==> src/rtl/main_memory.sv <==
// rtl/main_memory.sv - word-addressed memory responder below the cache, fixed read latency
//
// Purpose:
//   Holds 2**NA words of NBITS each. Every cycle the word at memAddress is
//   loaded into a READ_LAT-deep register pipeline, and memReadData is driven
//   from the last stage. A write commits once, on the rising edge of the
//   memMemWrite level. The cache has no request strobe and holds the level
//   for several cycles, so later cycles of the same assertion never rewrite
//   the word. A read of the address being committed in the same cycle
//   returns the new data (write-first).
//
// Ports:
//   clock         in   1      rising-edge clock
//   reset         in   1      synchronous, active-high; clears memory, pipeline, stats
//   memAddress    in   NA     word address from the cache
//   memWriteData  in   NBITS  write data from the cache
//   memMemWrite   in   1      write request level
//   memReadData   out  NBITS  read data, READ_LAT cycles after the address
//   wr_commit     out  1      one-cycle pulse in the cycle after a commit
//   wr_count      out  16     (MAIN_MEMORY_STATS_EN only) saturating commit count
//   rd_count      out  16     (MAIN_MEMORY_STATS_EN only) saturating address-change count
//
// Optional feature macro: MAIN_MEMORY_STATS_EN
//   When defined, adds the wr_count/rd_count statistics outputs.

module main_memory #(
    parameter int NBITS    = 8,
    parameter int NA       = 6,
    parameter int READ_LAT = 2     // legal 1..4; the cache needs <= 2
) (
    input  logic             clock,
    input  logic             reset,
    input  logic [NA-1:0]    memAddress,
    input  logic [NBITS-1:0] memWriteData,
    input  logic             memMemWrite,
    output logic [NBITS-1:0] memReadData,
`ifdef MAIN_MEMORY_STATS_EN
    output logic [15:0]      wr_count,
    output logic [15:0]      rd_count,
`endif
    output logic             wr_commit
);

    localparam int DEPTH = 1 << NA;

    logic [NBITS-1:0] mem   [DEPTH];
    logic [NBITS-1:0] stage [READ_LAT];
    logic             we_prev;
    logic             commit;

    // A commit happens only on the first cycle of a memMemWrite assertion.
    assign commit = memMemWrite & ~we_prev;

    // Storage array and write-edge tracking.
    always_ff @(posedge clock) begin
        if (reset) begin
            for (int i = 0; i < DEPTH; i++) begin
                mem[i] <= '0;
            end
            we_prev   <= 1'b0;
            wr_commit <= 1'b0;
        end else begin
            we_prev   <= memMemWrite;
            wr_commit <= commit;
            if (commit) begin
                mem[memAddress] <= memWriteData;
            end
        end
    end

    // Read pipeline. The address being read is always the address being
    // written, so a commit in this cycle forwards its data straight into
    // stage 0 instead of the stale array word.
    always_ff @(posedge clock) begin
        if (reset) begin
            for (int k = 0; k < READ_LAT; k++) begin
                stage[k] <= '0;
            end
        end else begin
            stage[0] <= commit ? memWriteData : mem[memAddress];
            for (int k = 1; k < READ_LAT; k++) begin
                stage[k] <= stage[k-1];
            end
        end
    end

    assign memReadData = stage[READ_LAT-1];

`ifdef MAIN_MEMORY_STATS_EN
    logic [NA-1:0] addr_prev;

    // rd_count approximates read requests: the cache has no strobe, so a new
    // address while not writing is taken as a new read.
    always_ff @(posedge clock) begin
        if (reset) begin
            wr_count  <= '0;
            rd_count  <= '0;
            addr_prev <= '0;
        end else begin
            addr_prev <= memAddress;
            if (commit && wr_count != 16'hFFFF) begin
                wr_count <= wr_count + 16'd1;
            end
            if (!memMemWrite && memAddress != addr_prev && rd_count != 16'hFFFF) begin
                rd_count <= rd_count + 16'd1;
            end
        end
    end
`endif

endmodule
==> config.mk <==
export PLATFORM = sky130hd
export DESIGN_NAME = main_memory
export DESIGN_NICKNAME = d
export VERILOG_FILES = /design/src/rtl/main_memory.sv
export SDC_FILE = /design/constraint.sdc
export NUM_CORES = 1
export LEC_CHECK = 0
export ABC_AREA = 1
export CORE_MARGIN = 1.5
export CORE_UTILIZATION = 25
export CTS_CLUSTER_DIAMETER = 120
export DETAILED_ROUTE_END_ITERATION = 16
export SETUP_SLACK_MARGIN = 0.3
export SYNTH_ARGS = -nofsm -noshare
export SYNTH_HDL_FRONTEND = slang
export SYNTH_SLANG_ARGS = --single-unit
==> constraint.sdc <==
create_clock -name clock -period 2.5 [get_ports clock]
set_input_delay 0.375 -clock clock [delete_from_list [all_inputs] [get_ports clock]]
set_output_delay 0.375 -clock clock [all_outputs]
set_load 0.05 [all_outputs]
==> flow_metrics.env, run 1 <==
export IMPL_status="complete, no violations"
export IMPL_cts_max_path_buffers=3
export IMPL_stdcell_area_mm2=0.0302
export IMPL_tritoncts="yes"
export IMPL_ys_seq_elements=530
export IMPL_grt_pass1_wl_um=109000
export IMPL_placed_area_mm2=0.0285
export IMPL_die_h_um=319
export IMPL_power_frac_seq=0.510
export IMPL_fin_nets=3019
export IMPL_clkPwrFrac=0.403
export IMPL_numCtsBuffers=55
export IMPL_cts_reportedPaths_clkPinSlew_ps=60
export IMPL_p_int_w=0.0150
export IMPL_hold_start="stage[0][2]"
export IMPL_setup_violations_final=0
export IMPL_cts_htree_levels=2
export IMPL_coreArea_mm2=0.0986
export IMPL_drtPass1Iterations=5
export IMPL_worstReg2RegStart="we_prev"
export IMPL_path_max_fanout=1
export IMPL_fp_row_count=115
export IMPL_post_route_min_period_ps=2090
export IMPL_grt_overflow_total=0
export IMPL_finClkSkew_ps=22.8
export IMPL_powerDensity_mw_per_mm2=651
export IMPL_clk_latency_ps=620
export IMPL_hold_slack_ps=399
export IMPL_crit_chain="clkdlybuf4s50_1"
export IMPL_cts_root_buffer="clkbuf_16"
export IMPL_die_area_mm2=0.102
export IMPL_netSwitchingFraction=0.238
export IMPL_cpLargestDelayFamily="buffers and inverters"
export IMPL_hp_class="register to register"
export IMPL_fin_crit_sh=0.837
export IMPL_synth_warnings=0
export IMPL_syn_num_nets=2896
export IMPL_antenna_left=0
export IMPL_n_antenna_cell=0
export IMPL_tightest_slew_ps=781
export IMPL_grt_setup_unrepaired="false"
export IMPL_ys_flop_type="edfxtp_1"
export IMPL_vias=18962
export IMPL_grt_start_max_net_pins=73
export IMPL_p_switching_w=0.00469
export IMPL_comb_power_share=0.087
export IMPL_drtIter0Drc=1846
export IMPL_slew_headroom=0.479
export IMPL_syn_avg_cell_area_um2=8.65
export IMPL_worstSetupStartpointType="register"
export IMPL_ios=26
export IMPL_slew_viol_final=0
export IMPL_grt_pass1_vias=18707
export IMPL_critPathCaptureType="output port"
export IMPL_hold_violations=0
export IMPL_peakVddDrop_mv=0.436
export IMPL_crit_path_max_incr_delay_ps=800
export IMPL_place_congestion=0.851
export IMPL_initial_utilization=0.253
export IMPL_min_path_cells=2
export IMPL_netlist_area_mm2=0.0249
export IMPL_worstSetupPathType="register to output port"
export IMPL_crit_path_top_delay_cell="clkdlybuf4s50_1"
export IMPL_post_route_cells_drive_above_1_share=0.116
export IMPL_r2r_slack_ps=520
export IMPL_async_flop_share=0
export IMPL_nFillCells=10114
export IMPL_wire_per_inst_um=16.4
export IMPL_synth_cell_types=27
export IMPL_drc_errors=0
export IMPL_cp_arrival_ps=1720
export IMPL_required_ps=2120
export IMPL_die_width_um=319
export IMPL_via_per_inst=4.38
export IMPL_synth_cells=2879
export IMPL_grt_use_total=0.139
export IMPL_postCtsSetupBuffers=0
export IMPL_antenna_found_initial=1
export IMPL_hold_end="stage[0][10]"
export IMPL_clock_fmax_ghz=0.478
export IMPL_r2r_end="mem[42][6]"
export IMPL_clock_sinks=530
export IMPL_numPortBuffers=25
export IMPL_dp_hpwl_um=45900
export IMPL_worst_path_buf_inv=1
export IMPL_syn2layout_area_growth_pct=21.3
export IMPL_r2r_cells=8
export IMPL_drv_cap=0
export IMPL_routed_wl_um=71000
export IMPL_synth_edf_count=512
export IMPL_yosysSeqAreaShare=0.632
export IMPL_leakagePower_nw=13.8
power by group through the flow:
| stage | sequential [W] | combinational (W) | clock [W] |
|---|---|---|---|
| 6_report | 0.0100 | 0.00171 | 0.00793 |
| 5_1_grt | 0.0100 | 0.00186 | 0.00838 |
| 4_1_cts | 0.0100 | 0.00171 | 0.00804 |
| 3_5_place_dp | 0.0102 | 0.00170 | 0 |
| 3_3_place_gp | 0.0102 | 0.00169 | 0 |
| 2_1_floorplan | 0.0102 | 0.000923 | 0 |
layer usage:
layer,up-vias,wire [µm],GRT usage
met2,595,32300,0.223
met1,8927,31500,0.189
met4,2,1950,0.0441
li1,9327,-,-
met3,111,5270,0.0260
met5,-,9,0
worst max path at each step:
stage	from	end	slack [ps]	depth (start not counted)
final	stage[0][12]	memReadData[4]	410	1
after global routing	stage[0][9]	memReadData[1]	350	1
after CTS	stage[0][12]	memReadData[4]	360	1
after detailed placement	memMemWrite	mem[42][1]	-130	11
after global placement	memMemWrite	mem[42][1]	-130	11
after floorplan	memMemWrite	mem[2][0]	140	8
layout by cell type (no fill, tap or decap), types with 4 or more instances in the layout:
master / count
o21ai_0: 16
bufinv_16: 4
buf_12: 60
nand3_1: 19
inv_1: 47
edfxtp_1: 512
inv_2: 9
nor2_1: 560
clkbuf_1: 17
nand2_2: 20
clkinv_1: 11
nand2_1: 1453
clkinv_2: 7
nor3_2: 5
nand2_4: 19
o211ai_1: 8
clkdlybuf4s50_1: 21
dfxtp_1: 18
clkbuf_16: 55
buf_4: 153
cells in the mapped netlist (3+ instances only):
cell      instances  share of area
nor3_1            4        0.00080
nor2_1          560          0.084
buf_4             8         0.0024
buf_2             7         0.0014
nand2_1        1469           0.22
inv_2            13         0.0020
or2_2             3        0.00075
nand2_2           7         0.0018
nor3_2            3         0.0012
edfxtp_1        512           0.62
inv_1            49         0.0074
clkbuf_1        137          0.021
dfxtp_1          18          0.014
nand3_1          19         0.0038
o211ai_1          8         0.0024
nand2_4          16         0.0072
buf_1            18         0.0027
o21ai_0          16         0.0032
state kept, by name (all words and copies together), names as in the netlist:
signal	flops
mem	512
stage	16
we_prev	1
wr_commit	1
cell families (layout without fill, tap and decap cells):
| kind of cell | Yosys count | in the layout | share of synthesized area |
|---|---|---|---|
| AOI/OAI and AO/OA | 27 | 27 | 0.00633 |
| buffers and inverters | 234 | 399 | 0.0371 |
| DFF | 530 | 530 | 0.632 |
| and+or+nand+nor | 2088 | 2088 | 0.325 |
cell type report:
| class | count | area, µm² | share of cell area |
|---|---|---|---|
| sequential | 530 | 15700 | 0.521 |
| multi-input combinational | 2115 | 8330 | 0.276 |
| timing repair buffer | 237 | 2590 | 0.0856 |
| tap | 1287 | 1610 | 0.0533 |
| clock buffer | 74 | 1470 | 0.0486 |
| inverter | 63 | 265 | 0.00878 |
| clock inverter | 25 | 228 | 0.00754 |
what timing repair did:
item	4_1_cts	5_1_grt
hold buffers	0	0
gates resized for setup	1	0
setup endpoints to repair	1	0
endpoints found under the hold margin	0	0
stage by stage:
stage	TNS (ps)	utilization	worst slack (ps)	instances	power (W)
CTS	0	0.307	364	4331	0.0198
floorplan	0	-	137	2879	0.0111
global route	0	0.307	349	4331	0.0203
detailed placement	-12520	0.289	-131	4232	0.0119
finish	0	0.307	408	4331	0.0197
global placement	-14940	0.289	-133	4232	0.0119
Note: power is estimated with default switching activity, not from simulation.
==> run 2, diff against run 1 <==
==> constraint.sdc (replaced) <==
create_clock -name clock -period 1.7 [get_ports clock]
set_input_delay 0.255 -clock clock [delete_from_list [all_inputs] [get_ports clock]]
set_output_delay 0.255 -clock clock [all_outputs]
set_load 0.05 [all_outputs]
==> flow_metrics.env, run 2 (same netlist as run 1, synthesis figures left out) <==
export IMPL_status="finished, violations left"
export IMPL_violations="setup timing"
export IMPL_hold_start="memMemWrite"
export IMPL_peakVddDrop_mv=0.693
export IMPL_slew_viol_final=0
export IMPL_cp_depth=8
export IMPL_routed_wl_um=70800
export IMPL_r2r_cells=8
export IMPL_grt_pass1_vias=19327
export IMPL_hp_class="input port to register"
export IMPL_post_route_min_period_ps=1850
export IMPL_mostFrequentLayoutCells="1,423 x nand2_1, 543 x nor2_1, 512 x edfxtp_1"
export IMPL_cp_arrival_ps=2170
export IMPL_cts_root_buffer="clkbuf_16"
export IMPL_via_per_inst=4.39
export IMPL_clk_latency_ps=620
export IMPL_r2r_end="mem[25][6]"
export IMPL_fin_crit_sh=1.09
export IMPL_syn2layout_area_growth_pct=26.6
export IMPL_dpl_cell_count=4311
export IMPL_crit_chain="nor2_4, inv_4, nor2_4, inv_6, nor4_4, buf_4, nand2_4, nand2_4"
export IMPL_die_area_mm2=0.102
export IMPL_numPortBuffers=25
export IMPL_hold_end="we_prev"
export IMPL_critPathCaptureType="register"
export IMPL_drc_errors=0
export IMPL_worst_path_buf_inv=3
export IMPL_ios=26
export IMPL_worstSetupStartpointType="register"
export IMPL_cts_reportedPaths_clkPinSlew_ps=60
export IMPL_drv_cap=0
export IMPL_setup_violations_final=623
export IMPL_grt_overflow_total=0
export IMPL_die_width_um=319
export IMPL_dp_hpwl_um=47300
export IMPL_antenna_found_initial=1
export IMPL_coreArea_mm2=0.0986
export IMPL_wire_per_inst_um=16.1
export IMPL_numCtsBuffers=58
export IMPL_worstSetupPathType="register to register"
export IMPL_fp_row_count=115
export IMPL_cts_htree_levels=2
export IMPL_grt_use_total=0.140
export IMPL_final_common_cell="nand2_1"
export IMPL_grt_pass1_wl_um=110000
export IMPL_largestRegisters="mem x512, stage x16"
export IMPL_slew_headroom=0.585
export IMPL_largest_reg_flops=512
export IMPL_finClkSkew_ps=15.9
export IMPL_drtIter0Drc=1700
export IMPL_nFillCells=10108
export IMPL_finalPower_w=0.0293
export IMPL_powerDensity_mw_per_mm2=930
export IMPL_initial_utilization=0.253
export IMPL_crit_path_max_incr_delay_ps=340
export IMPL_path_max_fanout=9
export IMPL_tns_ps=-37130
export IMPL_clock_sinks=530
export IMPL_cpLargestDelayFamily="simple AND/OR/NAND/NOR gates"
export IMPL_worstReg2RegStart="we_prev"
export IMPL_place_congestion=0.858
export IMPL_leakagePower_nw=14.4
export IMPL_grt_setup_unrepaired="true"
export IMPL_placed_area_mm2=0.0294
export IMPL_antenna_left=0
export IMPL_tritoncts="yes"
export IMPL_crit_path_top_delay_cell="nor4_4"
export IMPL_stdcell_area_mm2=0.0315
export IMPL_min_path_cells=3
export IMPL_post_route_cells_drive_above_1_share=0.159
export IMPL_drtPass1Iterations=5
export IMPL_die_h_um=319
export IMPL_n_antenna_cell=0
export IMPL_final_cells=4411
export IMPL_clock_fmax_ghz=0.542
export IMPL_final_setup_worst_slack_ps=-146
export IMPL_regMostFlops="mem"
export IMPL_cts_max_path_buffers=3
export IMPL_cts_hold_buf=0
export IMPL_vias=19352
export IMPL_tightest_slew_ps=620
export IMPL_fin_nets=3102
export IMPL_required_ps=2020
export IMPL_grt_start_max_net_pins=78
export IMPL_r2r_slack_ps=-150
export IMPL_hold_violations=0
## run 2: worst min-delay path, stage by stage
cell and delay, ps:
clkdlybuf4s50_1 410, inv_2 90, nor2_1 50
## run 2: layer usage
layer,vias to the layer above,part of all wire,global-route usage
met5,-,0,0
met4,0,0.026,0.0451
met3,118,0.069,0.0205
met2,576,0.47,0.235
met1,9153,0.43,0.185
li1,9505,-,-
## run 2: stage by stage
| step | hold WS, ps | utilization | setup WS, ps |
|---|---|---|---|
| 5_1_grt | 226 | 0.320 | -190 |
| 4_1_cts | 196 | 0.319 | -118 |
| 3_5_place_dp | 396 | 0.299 | -704 |
| 2_1_floorplan | 340 | - | -571 |
| 3_3_place_gp | 395 | 0.299 | -700 |
| 6_report | 222 | 0.320 | -146 |
## run 2: timing repair
action,in CTS,in global routing
setup buffers,1,0
resized for setup,98,16
endpoints found under the setup margin,1041,1038
pin swaps,8,0
## run 2: area by class of cell
cell class | count | area (µm²) | area share
clock buffer | 79 | 1620 | 0.0514
clock inverter | 20 | 126 | 0.00401
inverter | 63 | 256 | 0.00814
multi-input combinational | 2115 | 8680 | 0.275
sequential | 530 | 15700 | 0.499
tap | 1287 | 1610 | 0.0511
timing repair buffer | 317 | 3500 | 0.111
## run 2: report_power, final
group,total (W),switching [W],internal [W]
sequential,0.0147,0.000102,0.0146
combinational,0.00281,0.00183,0.000980
clock,0.0118,0.00502,0.00674
total,0.0293,0.00695,0.0224
## run 2: worst max path at each step
stage	start	endpoint	slack [ps]
2_1_floorplan	memAddress[0]	mem[56][0]	-570
3_3_place_gp	memMemWrite	mem[54][2]	-700
3_5_place_dp	memMemWrite	mem[54][0]	-700
4_1_cts	we_prev	mem[63][2]	-120
5_1_grt	we_prev	mem[25][6]	-190
6_report	we_prev	mem[25][6]	-150
==> run 3, diff against run 2 <==
--- a/config.mk
+++ b/config.mk
@@ -8,6 +8,7 @@
 export ABC_AREA = 1
 export CORE_MARGIN = 1.5
 export CORE_UTILIZATION = 25
+export CTS_BUF_LIST = sky130_fd_sc_hd__clkbuf_2
 export CTS_CLUSTER_DIAMETER = 120
 export DETAILED_ROUTE_END_ITERATION = 16
 export SETUP_SLACK_MARGIN = 0.3
==> flow_metrics.env, run 3 (same netlist as run 1, synthesis figures left out) <==
export IMPL_grt_pass1_wl_um=113000
export IMPL_post_route_cells_drive_above_1_share=0.269
export IMPL_clock_sinks=530
export IMPL_tightest_slew_ps=849
export IMPL_setup_violations_final=1008
export IMPL_crit_chain="buf_8"
export IMPL_crit_path_top_delay_cell="dfxtp_2"
export IMPL_fp_row_count=115
export IMPL_initial_utilization=0.253
export IMPL_hold_violations=0
export IMPL_tritoncts="yes"
export IMPL_cts_htree_levels=4
export IMPL_post_route_min_period_ps=2060
export IMPL_worst_path_buf_inv=1
export IMPL_worstSetupPathType="register to output port"
export IMPL_peakVddDrop_mv=0.447
export IMPL_coreArea_mm2=0.0986
export IMPL_die_width_um=319
export IMPL_antenna_left=0
export IMPL_die_h_um=319
export IMPL_clock_fmax_ghz=0.486
export IMPL_path_max_fanout=1
export IMPL_drtPass1Iterations=5
export IMPL_status="finished, violations left"
export IMPL_grt_overflow_total=0
export IMPL_critPathCaptureType="output port"
export IMPL_slew_headroom=0.434
export IMPL_mostFrequentLayoutCells="1,372 x nand2_1, 512 x edfxtp_1, 379 x nor2_1"
export IMPL_slew_viol_final=0
export IMPL_utilization=0.344
export IMPL_fin_nets=3214
export IMPL_routed_wl_um=73600
export IMPL_final_setup_worst_slack_ps=-359
export IMPL_crit_path_max_incr_delay_ps=370
export IMPL_place_congestion=0.858
export IMPL_drv_cap=0
export IMPL_numCtsBuffers=145
export IMPL_tns_ps=-167710
export IMPL_worstSetupStartpointType="register"
export IMPL_largestRegisters="mem x512, stage x16"
export IMPL_dpl_cell_count=4311
export IMPL_cpLargestDelayFamily="flip-flops"
export IMPL_ios=26
export IMPL_clk_latency_ps=1300
export IMPL_drtIter0Drc=1810
export IMPL_grt_setup_unrepaired="true"
export IMPL_antenna_found_initial=3
export IMPL_vias=20263
export IMPL_grt_start_max_net_pins=78
export IMPL_powerDensity_mw_per_mm2=795
export IMPL_cts_reportedPaths_clkPinSlew_ps=120
export IMPL_grt_pass1_vias=20370
export IMPL_syn2layout_area_growth_pct=36.2
export IMPL_final_common_cell="nand2_1"
export IMPL_hp_class="input port to register"
export IMPL_leakagePower_nw=15.2
export IMPL_cts_max_path_buffers=3
export IMPL_cts_root_buffer="clkbuf_2"
export IMPL_numPortBuffers=25
export IMPL_wire_per_inst_um=16.0
export IMPL_cp_arrival_ps=1800
export IMPL_violations="setup timing"
export IMPL_largest_reg_flops=512
export IMPL_regMostFlops="mem"
export IMPL_required_ps=1440
export IMPL_fin_crit_sh=1.21
export IMPL_dp_hpwl_um=47300
export IMPL_final_cells=4592
export IMPL_finClkSkew_ps=99.1
export IMPL_grt_use_total=0.145
export IMPL_drc_errors=0
export IMPL_via_per_inst=4.41
export IMPL_die_area_mm2=0.102
==> run 3: cell count changes in the layout (fill, tap and decap cells not counted), moves of 28 or more <==
cell	before	now
buf_4	202	140
nand2_1	1423	1372
clkbuf_16	59	0
buf_12	81	109
nand2_2	34	2
nand2_4	20	73
buf_6	18	49
nor2_4	2	154
clkbuf_2	0	210
nand2_8	15	45
nor2_1	543	379
==> run 3: per-layer routing <==
metal  wire [µm]  part of all wire  global-route usage  vias to the layer above
met4        1930             0.026              0.0559                        0
met1       31400              0.43               0.185                     9634
met5           0                 0                   0                        -
met2       35500              0.48               0.237                      664
li1            -                 -                   -                     9835
met3        4840             0.066              0.0327                      130
==> run 3: worst reg2reg max path, stage by stage (launching register included) <==
cell,delay (ps)
dfxtp_2,340
nor2_4,170
inv_4,50
nor2_4,160
clkinv_4,130
buf_6,140
nor3_4,160
buf_6,220
nand2_4,90
nand2_4,90
buf_12,120
==> run 3: final cells by class <==
cell class,instances,area (µm²)
fillers,9909,64600
flip-flops and latches,530,15700
multi-input cells,2115,10700
repair buffers,341,4280
well taps,1287,1610
clock buffers,210,1050
clock inverters,43,256
inverters,63,256
repair inverters,1,11.3
diodes,2,5.00
==> run 3: timing repair <==
action,CTS,global route
pin swaps,15,13
endpoints found under the setup margin,1041,1041
endpoints found under the hold margin,869,0
setup buffers,5,5
gates cloned,1,0
hold buffers,15,0
gates resized for setup,359,392
==> run 3: final timing paths <==
path,startpoint,end,slack [ps],depth (start not counted)
worst max-delay path,wr_commit,wr_commit,-360,1
worst min-delay path,memWriteData[0],stage[0][0],290,6
worst max register to register,we_prev,mem[22][5],-310,10
worst min register to register,stage[0][7],stage[0][15],400,2
==> run 3: report_power, final <==
part           switching, W  leakage, nW  internal (W)
logic               0.00205         8.54       0.00109
clock network       0.00547        0.987       0.00364
registers          0.000107         5.65        0.0146
==> run 3: per-stage QoR <==
| step | hold WS [ps] | power (W) | worst slack, ps | cell area (µm²) |
|---|---|---|---|---|
| 3_3_place_gp | 395 | 0.0177 | -700 | 29400 |
| 2_1_floorplan | 340 | 0.0163 | -571 | 25000 |
| 4_1_cts | 93.3 | 0.0271 | -588 | 32300 |
| 3_5_place_dp | 396 | 0.0178 | -704 | 29400 |
| 5_1_grt | 215 | 0.0281 | -578 | 33900 |
| 6_report | 290 | 0.0270 | -359 | 33900 |
